**src/rtl/sevenseg_scan4_if.sv**
```systemverilog
// Pin bundle between the BCD source and the 4-digit 7-segment scanner.
interface sevenseg_scan4_if;
  logic [3:0] A;
  logic [3:0] B;
  logic [3:0] C;
  logic [3:0] D;
  logic [3:0] dp_in;
  logic [6:0] seg;
  logic [3:0] an;
  logic       dp;
  logic       frame_tick;

  modport master (output A, B, C, D, dp_in, input seg, an, dp, frame_tick);
  modport slave  (input A, B, C, D, dp_in, output seg, an, dp, frame_tick);
endinterface

```
**src/rtl/sevenseg_scan4.sv**
```systemverilog
// Frame-coherent 4-digit common-anode 7-segment scanner with inter-digit blanking.
// Optional leading-zero suppression on A..C: define LEADING_ZERO_BLANK_EN.
module sevenseg_scan4 #(
  parameter int unsigned PRESCALE     = 2000,
  parameter int unsigned BLANK_CYCLES = 16
) (
  input  logic              clk,
  input  logic              rst,
  sevenseg_scan4_if.slave   bus
);

  localparam int unsigned    CW      = (PRESCALE > 1) ? $clog2(PRESCALE) : 1;
  localparam logic [CW-1:0]  LAST    = CW'(PRESCALE - 1);
  localparam logic [CW-1:0]  BLANK_C = CW'(BLANK_CYCLES);

  typedef enum logic [1:0] {DIG_A = 2'd0, DIG_B = 2'd1, DIG_C = 2'd2, DIG_D = 2'd3} dig_t;

  dig_t          dig, dig_next;
  logic [CW-1:0] cnt, cnt_next;
  logic [3:0]    sh_a, sh_b, sh_c, sh_d, sh_dp;
  logic [6:0]    seg_next;
  logic [3:0]    an_next, an_sel, cur;
  logic          dp_next, tick_next, slot_end, lit, blanked, cur_dp;

  function automatic logic [6:0] decode(input logic [3:0] v);
    case (v)
      4'd0:    decode = 7'b1000000;
      4'd1:    decode = 7'b1111001;
      4'd2:    decode = 7'b0100100;
      4'd3:    decode = 7'b0110000;
      4'd4:    decode = 7'b0011001;
      4'd5:    decode = 7'b0010010;
      4'd6:    decode = 7'b0000010;
      4'd7:    decode = 7'b1111000;
      4'd8:    decode = 7'b0000000;
      4'd9:    decode = 7'b0010000;
      default: decode = 7'b0111111;
    endcase
  endfunction

  always_comb begin
    slot_end  = (cnt == LAST);
    cnt_next  = slot_end ? '0 : cnt + 1'b1;
    dig_next  = dig;
    tick_next = slot_end && (dig == DIG_D);
    cur       = sh_a;
    cur_dp    = sh_dp[3];
    an_sel    = 4'b0111;
    blanked   = 1'b0;
    case (dig)
      DIG_A: begin
        cur = sh_a; cur_dp = sh_dp[3]; an_sel = 4'b0111;
        if (slot_end) dig_next = DIG_B;
      end
      DIG_B: begin
        cur = sh_b; cur_dp = sh_dp[2]; an_sel = 4'b1011;
        if (slot_end) dig_next = DIG_C;
      end
      DIG_C: begin
        cur = sh_c; cur_dp = sh_dp[1]; an_sel = 4'b1101;
        if (slot_end) dig_next = DIG_D;
      end
      default: begin
        cur = sh_d; cur_dp = sh_dp[0]; an_sel = 4'b1110;
        if (slot_end) dig_next = DIG_A;
      end
    endcase
`ifdef LEADING_ZERO_BLANK_EN
    // A digit is suppressed only while it and everything to its left are zero.
    case (dig)
      DIG_A:   blanked = (sh_a == 4'd0);
      DIG_B:   blanked = (sh_a == 4'd0) && (sh_b == 4'd0);
      DIG_C:   blanked = (sh_a == 4'd0) && (sh_b == 4'd0) && (sh_c == 4'd0);
      default: blanked = 1'b0;
    endcase
`else
    blanked = 1'b0;
`endif
    lit      = (cnt >= BLANK_C) && !blanked;
    seg_next = '1;
    an_next  = '1;
    dp_next  = 1'b1;
    if (lit) begin
      seg_next = decode(cur);
      an_next  = an_sel;
      dp_next  = ~cur_dp;
    end
  end

  always_ff @(posedge clk) begin
    if (!rst) begin
      cnt            <= '0;
      dig            <= DIG_A;
      sh_a           <= '0;
      sh_b           <= '0;
      sh_c           <= '0;
      sh_d           <= '0;
      sh_dp          <= '0;
      bus.seg        <= '1;
      bus.an         <= '1;
      bus.dp         <= 1'b1;
      bus.frame_tick <= 1'b0;
    end else begin
      cnt            <= cnt_next;
      dig            <= dig_next;
      bus.seg        <= seg_next;
      bus.an         <= an_next;
      bus.dp         <= dp_next;
      bus.frame_tick <= tick_next;
      // Last edge of the frame: the outgoing D output still uses the old shadow.
      if (tick_next) begin
        sh_a  <= bus.A;
        sh_b  <= bus.B;
        sh_c  <= bus.C;
        sh_d  <= bus.D;
        sh_dp <= bus.dp_in;
      end
    end
  end

endmodule

```
**src/flat_wrapper.sv**
```systemverilog
// flat-port wrapper written by rule: the top's interface ports become plain ports
module sevenseg_scan4_flat 
#(
  parameter int unsigned PRESCALE     = 2000,
  parameter int unsigned BLANK_CYCLES = 16
)
  (clk, rst, bus_A, bus_B, bus_C, bus_D, bus_dp_in, bus_seg, bus_an, bus_dp, bus_frame_tick);
  sevenseg_scan4_if bus_i ();
  input  logic clk;
  input  logic rst;
  input wire logic [$bits(bus_i.A)-1:0] bus_A;
  input wire logic [$bits(bus_i.B)-1:0] bus_B;
  input wire logic [$bits(bus_i.C)-1:0] bus_C;
  input wire logic [$bits(bus_i.D)-1:0] bus_D;
  input wire logic [$bits(bus_i.dp_in)-1:0] bus_dp_in;
  output wire logic [$bits(bus_i.seg)-1:0] bus_seg;
  output wire logic [$bits(bus_i.an)-1:0] bus_an;
  output wire logic [$bits(bus_i.dp)-1:0] bus_dp;
  output wire logic [$bits(bus_i.frame_tick)-1:0] bus_frame_tick;
  assign bus_i.A = bus_A;
  assign bus_i.B = bus_B;
  assign bus_i.C = bus_C;
  assign bus_i.D = bus_D;
  assign bus_i.dp_in = bus_dp_in;
  assign bus_seg = bus_i.seg;
  assign bus_an = bus_i.an;
  assign bus_dp = bus_i.dp;
  assign bus_frame_tick = bus_i.frame_tick;
  sevenseg_scan4 #(.PRESCALE(PRESCALE), .BLANK_CYCLES(BLANK_CYCLES)) u_core (.clk(clk), .rst(rst), .bus(bus_i));
endmodule
```
**config.mk**
```make
export PLATFORM = sky130hd
export DESIGN_NAME = sevenseg_scan4_flat
export DESIGN_NICKNAME = d
export VERILOG_FILES = /design/src/rtl/sevenseg_scan4_if.sv /design/src/rtl/sevenseg_scan4.sv /design/src/flat_wrapper.sv
export SDC_FILE = /design/constraint.sdc
export NUM_CORES = 1
export LEC_CHECK = 0
export BUFFER_PORTS_ARGS = -buffer_cell sky130_fd_sc_hd__buf_4
export CORE_ASPECT_RATIO = 1.75
export CORE_MARGIN = 4
export CORE_UTILIZATION = 50
export CTS_BUF_LIST = sky130_fd_sc_hd__clkbuf_16
export CTS_CLUSTER_SIZE = 24
export DETAILED_ROUTE_END_ITERATION = 10
export GPL_TIMING_DRIVEN = 0
export PLACE_DENSITY = 0.72
export SKIP_LAST_GASP = 1
export SLEW_MARGIN = 20
export SYNTH_ARGS = -nofsm -noshare
export SYNTH_HDL_FRONTEND = slang
export SYNTH_SLANG_ARGS = --single-unit
```
**constraint.sdc**
```tcl
create_clock -name clk -period 3.9 [get_ports clk]
set_clock_uncertainty 0.05 [all_clocks]
set_input_delay 0.975 -clock clk [delete_from_list [all_inputs] [get_ports clk]]
set_output_delay 0.975 -clock clk [all_outputs]
set_load 0.02 [all_outputs]
```
# Word level (Yosys, flattened, before mapping)
# Memories as Yosys holds them, arrays and structs flattened. A register that Yosys moved wholly into a read port is not among the register bits.
# Cells that the tools add are included.
totals:
  register_bits: 39
  latch_bits: 0
  ramBits: 0
  romBits: 112
  elab_cells: 32
  n_memories: 1
classes:
  add_sub_neg: 1
  mul: 0
  div: 0
  order_cmp: 1
  eq_ne: 4
  shifts: 0
  muxes: 8
  bitwise_logic: 2
  reduce_logical: 5
mem_list:
  columns: ["memory", "words", "word_bits", "read_ports", "rd_clocked_by_memory_dff", "wr", "line", "source"]
  rows:
  - ["(no name shown)", 16, 7, 1, 1, 0, "sevenseg_scan4.sv:26", "case (v)"]
ops:
  columns: ["cell", "n"]
  rows:
  - ["4-bit case mux with 3 select lines", 2]
  - ["11-bit by 1-bit adder with 11-bit output, second input constant", 1]
  - ["11-bit == test, second input constant", 1]
  - ["11-bit by 5-bit >= comparator with 1-bit output, second input constant", 1]
  - ["2-bit 2-to-1 mux", 4]
  - ["2-bit case mux with 3 select lines", 1]
  - ["2-bit == test, second input constant", 2]
  - ["1-bit case mux with 3 select lines", 1]
  - ["2-bit by 1-bit == test with 1-bit output, second input constant", 1]
  - ["2-bit logical NOT", 1]
  - ["1-bit NOT", 2]
  - ["2-bit AND reduction", 1]
  - ["2-bit OR reduction", 1]
  - ["1-bit logical AND", 1]
  - ["1-bit logical NOT", 1]

# Logic depth before layout (Yosys ltp)
# Gate-level depths: netlist of the first run.
logic_depth:
  depth_word: 3
  depth_mapped: 8
  depth_no_buf: 8

# Worst setup path after synthesis of the first run
# No wires, ideal clock.
synth_path:
  path_kind: "register -> register"
  startpoint: "register u_core.dig[0]"
  endpoint: "register u_core.bus.seg[1]"
  setup_ns: 0.137
  t_arrival_ns: 1.723
  required_ns: 3.713
  path_slack_ns: 1.990
  stages_incl_launch_ff: 8
  synth_period_minus_slack_ns: 1.910
  cell_sequence: "dfxtp_1 > ha_1 > buf_2 > mux2i_2 > inv_1 > ha_1 > a21oi_1 > o21ai_0"
synth_between:
  elab_chain_len: 2
  elab_cells_between_ends: 4
synth_lines:
  columns: ["element", "line", "source"]
  rows:
  - ["start: declaration", "sevenseg_scan4.sv:18", "dig_t dig, dig_next;"]
  - ["start signal: assignment", "sevenseg_scan4.sv:105", "dig <= dig_next;"]
  - ["2-bit == test (tied with other cells)", "sevenseg_scan4.sv:50", "case (dig)"]
  - ["4-bit case mux with 3 select lines (*)", "sevenseg_scan4.sv:50", null]
  - ["end: declaration", "sevenseg_scan4_if.sv:14", "modport slave (input A, B, C, D, dp_in, output seg, an, dp, frame_tick);"]
# Mark *: on every way between the ends. The rest lies on a longest branch, timed or not.
# A chain may end at the register's enable or synchronous reset.

# Final worst setup path of the first run
# Ends and elaborated chain as after synthesis.

==> impl_results.md, run 1 <==
- Status: complete, no violations
- Worst skew pair latency: roughly 0.28 ns
- Setup bufs post-CTS: 0
- Startpoint types: register
- Number of synthesized register bits: 46
- Max Cap Viol: 0
- Final hold vios: 0
- Synth-to-layout area growth: 22.40%
- Peak VDD IR: approximately 0.00030 V
- Number of flops mapped to enable cells by yosys: 0
- Drt initial violations: 42
- Syn Nets: about 260
- Register area: slightly above 900 um2
- Via count: 1,689
- Worst-path clk slew: ~0.060 ns
- Relative slew slack: 0.6832
- Filler instances: roughly 380
- IO buf count: 34
- Unrepaired setup endpoints after global routing: no
- Number of buffers created by CTS: 5
- Ant. Diodes: 0
- Post-DP HPWL: 3244 um
- Synth Flop Type: dfxtp_1
- Mapped Cells: 228
- Final wirelength: between 4000 and 5000 um
- Routed len/inst: about 14 um
- Hold buffers post-CTS: 0
- Initial antenna violation count: 0
- CTS H-tree lvls: 2
- Leak Pwr: between 0.9 and 1 nW
- Arr. time, crit path: ~2.4 ns
- YS warnings: 0
- Hold crit path type: register to register
- Pre-Repair DR Iteration Count: 4
- Vias in the first global route: approximately 1,800
- Root buf cell: clkbuf_16
- Min Tclk post-route: about 2.3 ns
- Part of the cycle the worst path needs: 0.5856
- RePlAce Congestion: 0.7689
- CORE AREA: 3904 um2
- Post-route insts no fill: about 320
- Total GRT Usage: 0.1835
- R2R Setup Slk: between 1.5 and 2 ns
- Drc violations: 0
- Worst EP required: about 4.0 ns
- Pwr per Cell Area: 365.7 nW/um2
- Final setup viols: 0
- Peak Freq: ~0.44 GHz
- Mapped Area: ~2000 um2
- Area of the multi-input gates: between 900 and 1000 um2
- Seq/Total Area, Yosys: 0.4554
- Peak fanout along the critical path: 10
- Congestion Overflow GR: 0
- Initial Utilization: 0.5179
- CTS resizes: 0
- Worst Setup End Kind: register
- First-pass GRT wire length: roughly 7600 um
- Die width: approximately 56 um
- Layout cells sized above 1: 0.2148
- CTS Sinks: 46
- Largest net degree at the start of global routing: 14
- Async set-or-reset flop fraction in the synthesized netlist: 0
- Row count: 30
- Die H: 92.13 um
- TNS Setup: 0 ns
- Avg Synthesized Cell Area: around 8.9 um2
- Slew Viols, Final: 0
- Post-synth cell types: 37
- CTS tree: yes
- Post-DR vias/cell: between 5 and 6
- Fin Hold WS: roughly 0.41 ns
- Die ar.: slightly above 5000 um2
- Nets: 300
- Measured slew at the worst slew-check pin: between 0.4 and 0.5 ns
- DP Cell Count: 310
- Longest Clk Path Bufs: 2
- Critical path class: register to register
- Antenna-violating nets left: 0
- Boundary Pins: 35
[per-stage QoR]
| step | power (mW) | util | setup WS, ns | instance area [um2] |
|---|---|---|---|---|
| floorplan | 0.4962 | - | 1.990 | 2022 |
| global placement | 0.5162 | 0.5987 | 1.705 | 2337 |
| detailed placement | 0.5164 | 0.5987 | 1.668 | 2337 |
| CTS | 0.9143 | 0.6340 | 1.634 | 2475 |
| global route | 0.9365 | 0.6340 | 1.419 | 2475 |
| finish | 0.9050 | 0.6340 | 1.616 | 2475 |
[cells in the final DEF, fill, tap and decap left out, types with 5 or more instances in the layout]
cell       instances
inv_1             12
nor2_1            18
clkbuf_1           5
nand2_1           30
ha_1               9
a21oi_1           24
nand3_1           23
dfxtp_1           46
buf_4             36
nand4_1            6
xor2_1             5
clkbuf_16          5
[power breakdown]
part	switching [mW]	internal [mW]	total (mW)
clock	0.168	0.232	0.399
combinational	0.0123	0.0181	0.0304
sequential	0.00280	0.472	0.475
total	0.183	0.722	0.905
[cell type report]
class	count	area share
Inverter	12	0.01820
Buffer	14	0.04297
Clock inverter	3	0.005056
Multi-Input combinational cell	156	0.3837
Sequential cell	46	0.3721
Tap cell	48	0.02427
Clock buffer	5	0.05056
Timing Repair Buffer	34	0.1031
[routing by layer]
layer / part of all wire / global-route usage / wire length (um)
met2: 0.57 / 0.3682 / 2543
met4: 0.015 / 0.06139 / 65
met3: 0.043 / 0.04225 / 190
met5: 0 / 0 / 0
met1: 0.37 / 0.1743 / 1627
[registers in the layout, summed over array words and instances (netlist names)]
register,flops
u_core.bus.dp,1
u_core.sh_c,4
u_core.dig,2
u_core.sh_a,4
u_core.cnt,11
u_core.sh_b,4
u_core.sh_d,4
u_core.bus.frame_tick,1
u_core.bus.seg,7
u_core.sh_dp,4
u_core.bus.an,4
[Yosys cell counts (all sizes together) (4+ instances only)]
cell,number,area [um2]
clkbuf,5,18.77
a22oi,4,35.03
xnor2,4,35.03
nand4,6,37.54
xor2,5,43.79
and3,4,25.02
buf,9,87.57
dfxtp,46,920.9
nand2,30,112.6
o21ai,5,25.02
nand3,25,135.1
a21oi,24,120.1
ha,9,112.6
mux2i,4,43.79
nor2,18,67.56
inv,12,45.04
[logic make-up (layout without fill, tap and decap cells)]
logic type | after synthesis | after routing | synth area share
AO/OA/AOI/OAI | 42 | 42 | 0.1287
buffers and inverters | 26 | 68 | 0.07487
multiplexers | 5 | 5 | 0.02723
XOR/XNOR | 9 | 9 | 0.03898
flip-flops | 46 | 46 | 0.4554
adder cells (fa/ha/maj) | 9 | 9 | 0.05569
AND/OR/NAND/NOR | 91 | 91 | 0.2191
[worst max-delay path, cell delays in order, from the launching register on]
cell     delay, ns
dfxtp_1       0.39
ha_1          0.33
buf_2         0.31
mux2i_2       0.40
inv_1         0.12
ha_1          0.31
a21oi_1       0.15
o21ai_0       0.09
[worst paths after layout]
check                 start           endpoint  cells past startpoint
min reg2reg  u_core.sh_d[3]     u_core.sh_d[3]                      2
min          u_core.sh_d[3]     u_core.sh_d[3]                      2
max           u_core.dig[0]  u_core.bus.seg[1]                      7
max reg2reg   u_core.dig[0]  u_core.bus.seg[1]                      7
Note: power is estimated with default switching activity, not from simulation.
==> run 2: changes to the inputs <==
clock period = 2.35 ns   (was 3.9 ns; I/O delays follow)
==> run 2 against run 1 <==
Effect of this change: register-to-register slack worse by 1.4 ns; via count is 0.83% higher; non-clock buffer count is 2 higher; final cell count is 0.63% higher; wire length is 1.2% higher; critical path depth stayed put; utilization is 0.80 points higher; first-iteration DRC count is 4.8% higher; critical endpoint unchanged; largest cell class unchanged.
==> impl_results.md, run 2 (synthesis results as in run 1) <==
- Status: complete, no violations (unchanged)
- Antenna-violating nets left: 0 (unchanged)
- Measured slew at the worst slew-check pin: 0.4774 ns (was 0.4751 ns)
- Die ar.: 5165 um2 (unchanged)
- R2R Setup Slk: 0.18 ns (was 1.62 ns)
- Relative slew slack: 0.6817 (was 0.6832)
- Min-Delay Endpoint: u_core.sh_d[3] (unchanged)
- Arr. time, crit path: 2.26 ns (was 2.38 ns)
- Slew Viols, Final: 0 (unchanged)
- Reg2reg end: u_core.bus.seg[1] (unchanged)
- Nets: 302 (was 300)
- Internal: 1.198 mW (was 0.7222 mW)
- Layout cells sized above 1: 0.2279 (was 0.2148)
- Hold buffers post-CTS: 0 (unchanged)
- Min Tclk post-route: 2.169 ns (was 2.284 ns)
- Startpoint types: register (unchanged)
- Die width: 56.07 um (unchanged)
- Biggest regs: u_core.cnt x11, u_core.bus.seg x7 (unchanged)
- CTS tree: yes (unchanged)
- Row count: 30 (unchanged)
- Area of the multi-input gates: 963.4 um2 (was 949.7 um2)
- CORE AREA: 3904 um2 (unchanged)
- Critical path class: register to register (unchanged)
- Root buf cell: clkbuf_16 (unchanged)
- Power share of the clock group: 0.441 (about the same)
- Part of the cycle the worst path needs: 0.9228 (was 0.5856)
- Post-DP HPWL: 3244 um (unchanged)
- Drc violations: 0 (unchanged)
- Combinational power share: 0.034 (about the same)
- CTS Sinks: 46 (unchanged)
- Hold_sp: u_core.sh_d[3] (unchanged)
- Final hold vios: 0 (unchanged)
- Commonest non-fill, non-tap cell in the layout: dfxtp_1 (unchanged)
- CTS H-tree lvls: 2 (unchanged)
- Switch Pwr: 0.3023 mW (was 0.1828 mW)
- Peak fanout along the critical path: 10 (unchanged)
- Worst Setup End Kind: register (unchanged)
- Post-DR vias/cell: 5.322 (was 5.311)
- Final wirelength: 4482 um (was 4427 um)
- Vias in the first global route: 1,775 (unchanged)
- Largest net degree at the start of global routing: 14 (unchanged)
- Sw Share: 0.2014 (was 0.2020)
- Leak Pwr: 0.9571 nW (was 0.9482 nW)
- First-pass GRT wire length: 7638 um (unchanged)
- Slowest CP cell: dfxtp_1 (was mux2i_2)
- Util after Layout: 0.6420 (was 0.6340)
- Max incr delay on CP: 0.39 ns (was 0.40 ns)
- Max Cap Viol: 0 (unchanged)
- Boundary Pins: 35 (unchanged)
- Most used cell along the critical path: ha_1 (unchanged)
- Total GRT Usage: 0.1835 (unchanged)
- Critical path cell sequence: ha_1, clkbuf_4, mux2i_4, inv_1, ha_1, a21oi_1, o21ai_0 (was ha_1, buf_2, mux2i_2, inv_1, ha_1, a21oi_1, o21ai_0)
- Reg2Reg Depth: 7 (unchanged)
- Peak VDD IR: 0.0004923 V (was 0.0002973 V)
- RePlAce Congestion: 0.7689 (unchanged)
- Peak Freq: 0.4611 GHz (was 0.4379 GHz)
- IO buf count: 34 (unchanged)
- Worst-path clk slew: 0.06 ns (about the same)
- Longest Clk Path Bufs: 2 (unchanged)
- Final setup viols: 0 (unchanged)
- Routed len/inst: 14.01 um (was 13.92 um)
- Hold crit path type: register to register (unchanged)
- Number of buffers created by CTS: 5 (unchanged)
- Delay-heaviest family, CP: adder cells (unchanged)
- Worst EP required: 2.44 ns (was 3.99 ns)
- Initial Utilization: 0.5179 (unchanged)
- Congestion Overflow GR: 0 (unchanged)
- Initial antenna violation count: 0 (unchanged)
- TNS Setup: 0 ns (unchanged)
- Filler instances: 373 (was 379)
- Pwr per Cell Area: 598.8 nW/um2 (was 365.7 nW/um2)
- WP buf/inv: 2 (unchanged)
- Number of flip-flops under the largest register name: 11 (unchanged)
- Worst skew pair latency: 0.28 ns (about the same)
- Pre-Repair DR Iteration Count: 4 (unchanged)
- Die H: 92.13 um (unchanged)
- Sequential share of power: 0.526 (was 0.525)
- Reg with most FFs: u_core.cnt (unchanged)
- RR Startpoint: u_core.dig[0] (unchanged)
- Hold depth: 2 (unchanged)
- Register area: 920.9 um2 (unchanged)
- Commonest cells after routing, fill and taps aside: dfxtp_1, buf_4, nand2_1 (unchanged)
- Via count: 1,703 (was 1,689)
- Ant. Diodes: 0 (unchanged)
- Synth-to-layout area growth: 23.95% (was 22.40%)
- Drt initial violations: 44 (was 42)
run 2: cell types whose count changed in the layout (fill, tap and decap cells not counted), sizes merged:
cell    before  now
buf         43   44
clkbuf      10   11
run 2: layout make-up:
class                           count  share of cell area
Tap cell                           48             0.02396
Timing Repair Buffer               36              0.1078
Multi-Input combinational cell    156              0.3844
Buffer                             14             0.04343
Inverter                           12             0.01797
Clock inverter                      3            0.004993
Sequential cell                    46              0.3674
Clock buffer                        5             0.04993
run 2: worst max path at each step:
stage / from / depth (start not counted) / to
3_3_place_gp: u_core.dig[1] / 7 / u_core.bus.seg[1]
3_5_place_dp: u_core.dig[0] / 7 / u_core.bus.seg[1]
4_1_cts: u_core.dig[0] / 7 / u_core.bus.seg[1]
2_1_floorplan: u_core.dig[0] / 7 / u_core.bus.seg[1]
5_1_grt: u_core.dig[0] / 8 / u_core.bus.seg[1]
6_report: u_core.dig[0] / 7 / u_core.bus.seg[1]
run 2: routing by layer:
layer,global-route usage,share of wire,up-vias
li1,-,-,867
met1,0.1743,0.37,798
met2,0.3682,0.57,32
met3,0.04225,0.044,6
met4,0.06139,0.014,0
met5,0,0,-
run 2: repair_timing:
item                                    in CTS  in global routing
endpoints found under the setup margin       0                  2
setup buffers                                0                  2
endpoints found under the hold margin        0                  0
gates resized for setup                      0                  4
run 2: through the flow:
| step | area, um2 | power [mW] | instances | hold WS [ns] | worst slack [ns] |
|---|---|---|---|---|---|
| after floorplan | 2022 | 0.8234 | 228 | 0.3852 | 0.4402 |
| after detailed placement | 2337 | 0.8569 | 310 | 0.3997 | 0.1184 |
| after global routing | 2506 | 1.554 | 320 | 0.4356 | -0.01495 |
| after CTS | 2475 | 1.517 | 318 | 0.4084 | 0.08414 |
| after global placement | 2337 | 0.8567 | 310 | 0.3925 | 0.1551 |
| final | 2506 | 1.501 | 320 | 0.4093 | 0.1814 |
run 2: worst min-delay path, stage by stage, from the launching register on:
cell	delay (ns)
dfxtp_1	0.31
nand2_1	0.05
a21oi_1	0.05
run 2: power by group through the flow:
| stage | clock, mW | combinational (mW) | sequential [mW] |
|---|---|---|---|
| after floorplan | 0 | 0.0183 | 0.805 |
| after global placement | 0 | 0.0505 | 0.806 |
| after detailed placement | 0 | 0.0507 | 0.806 |
| after CTS | 0.678 | 0.0510 | 0.789 |
| after global routing | 0.709 | 0.0565 | 0.789 |
| final | 0.662 | 0.0504 | 0.789 |
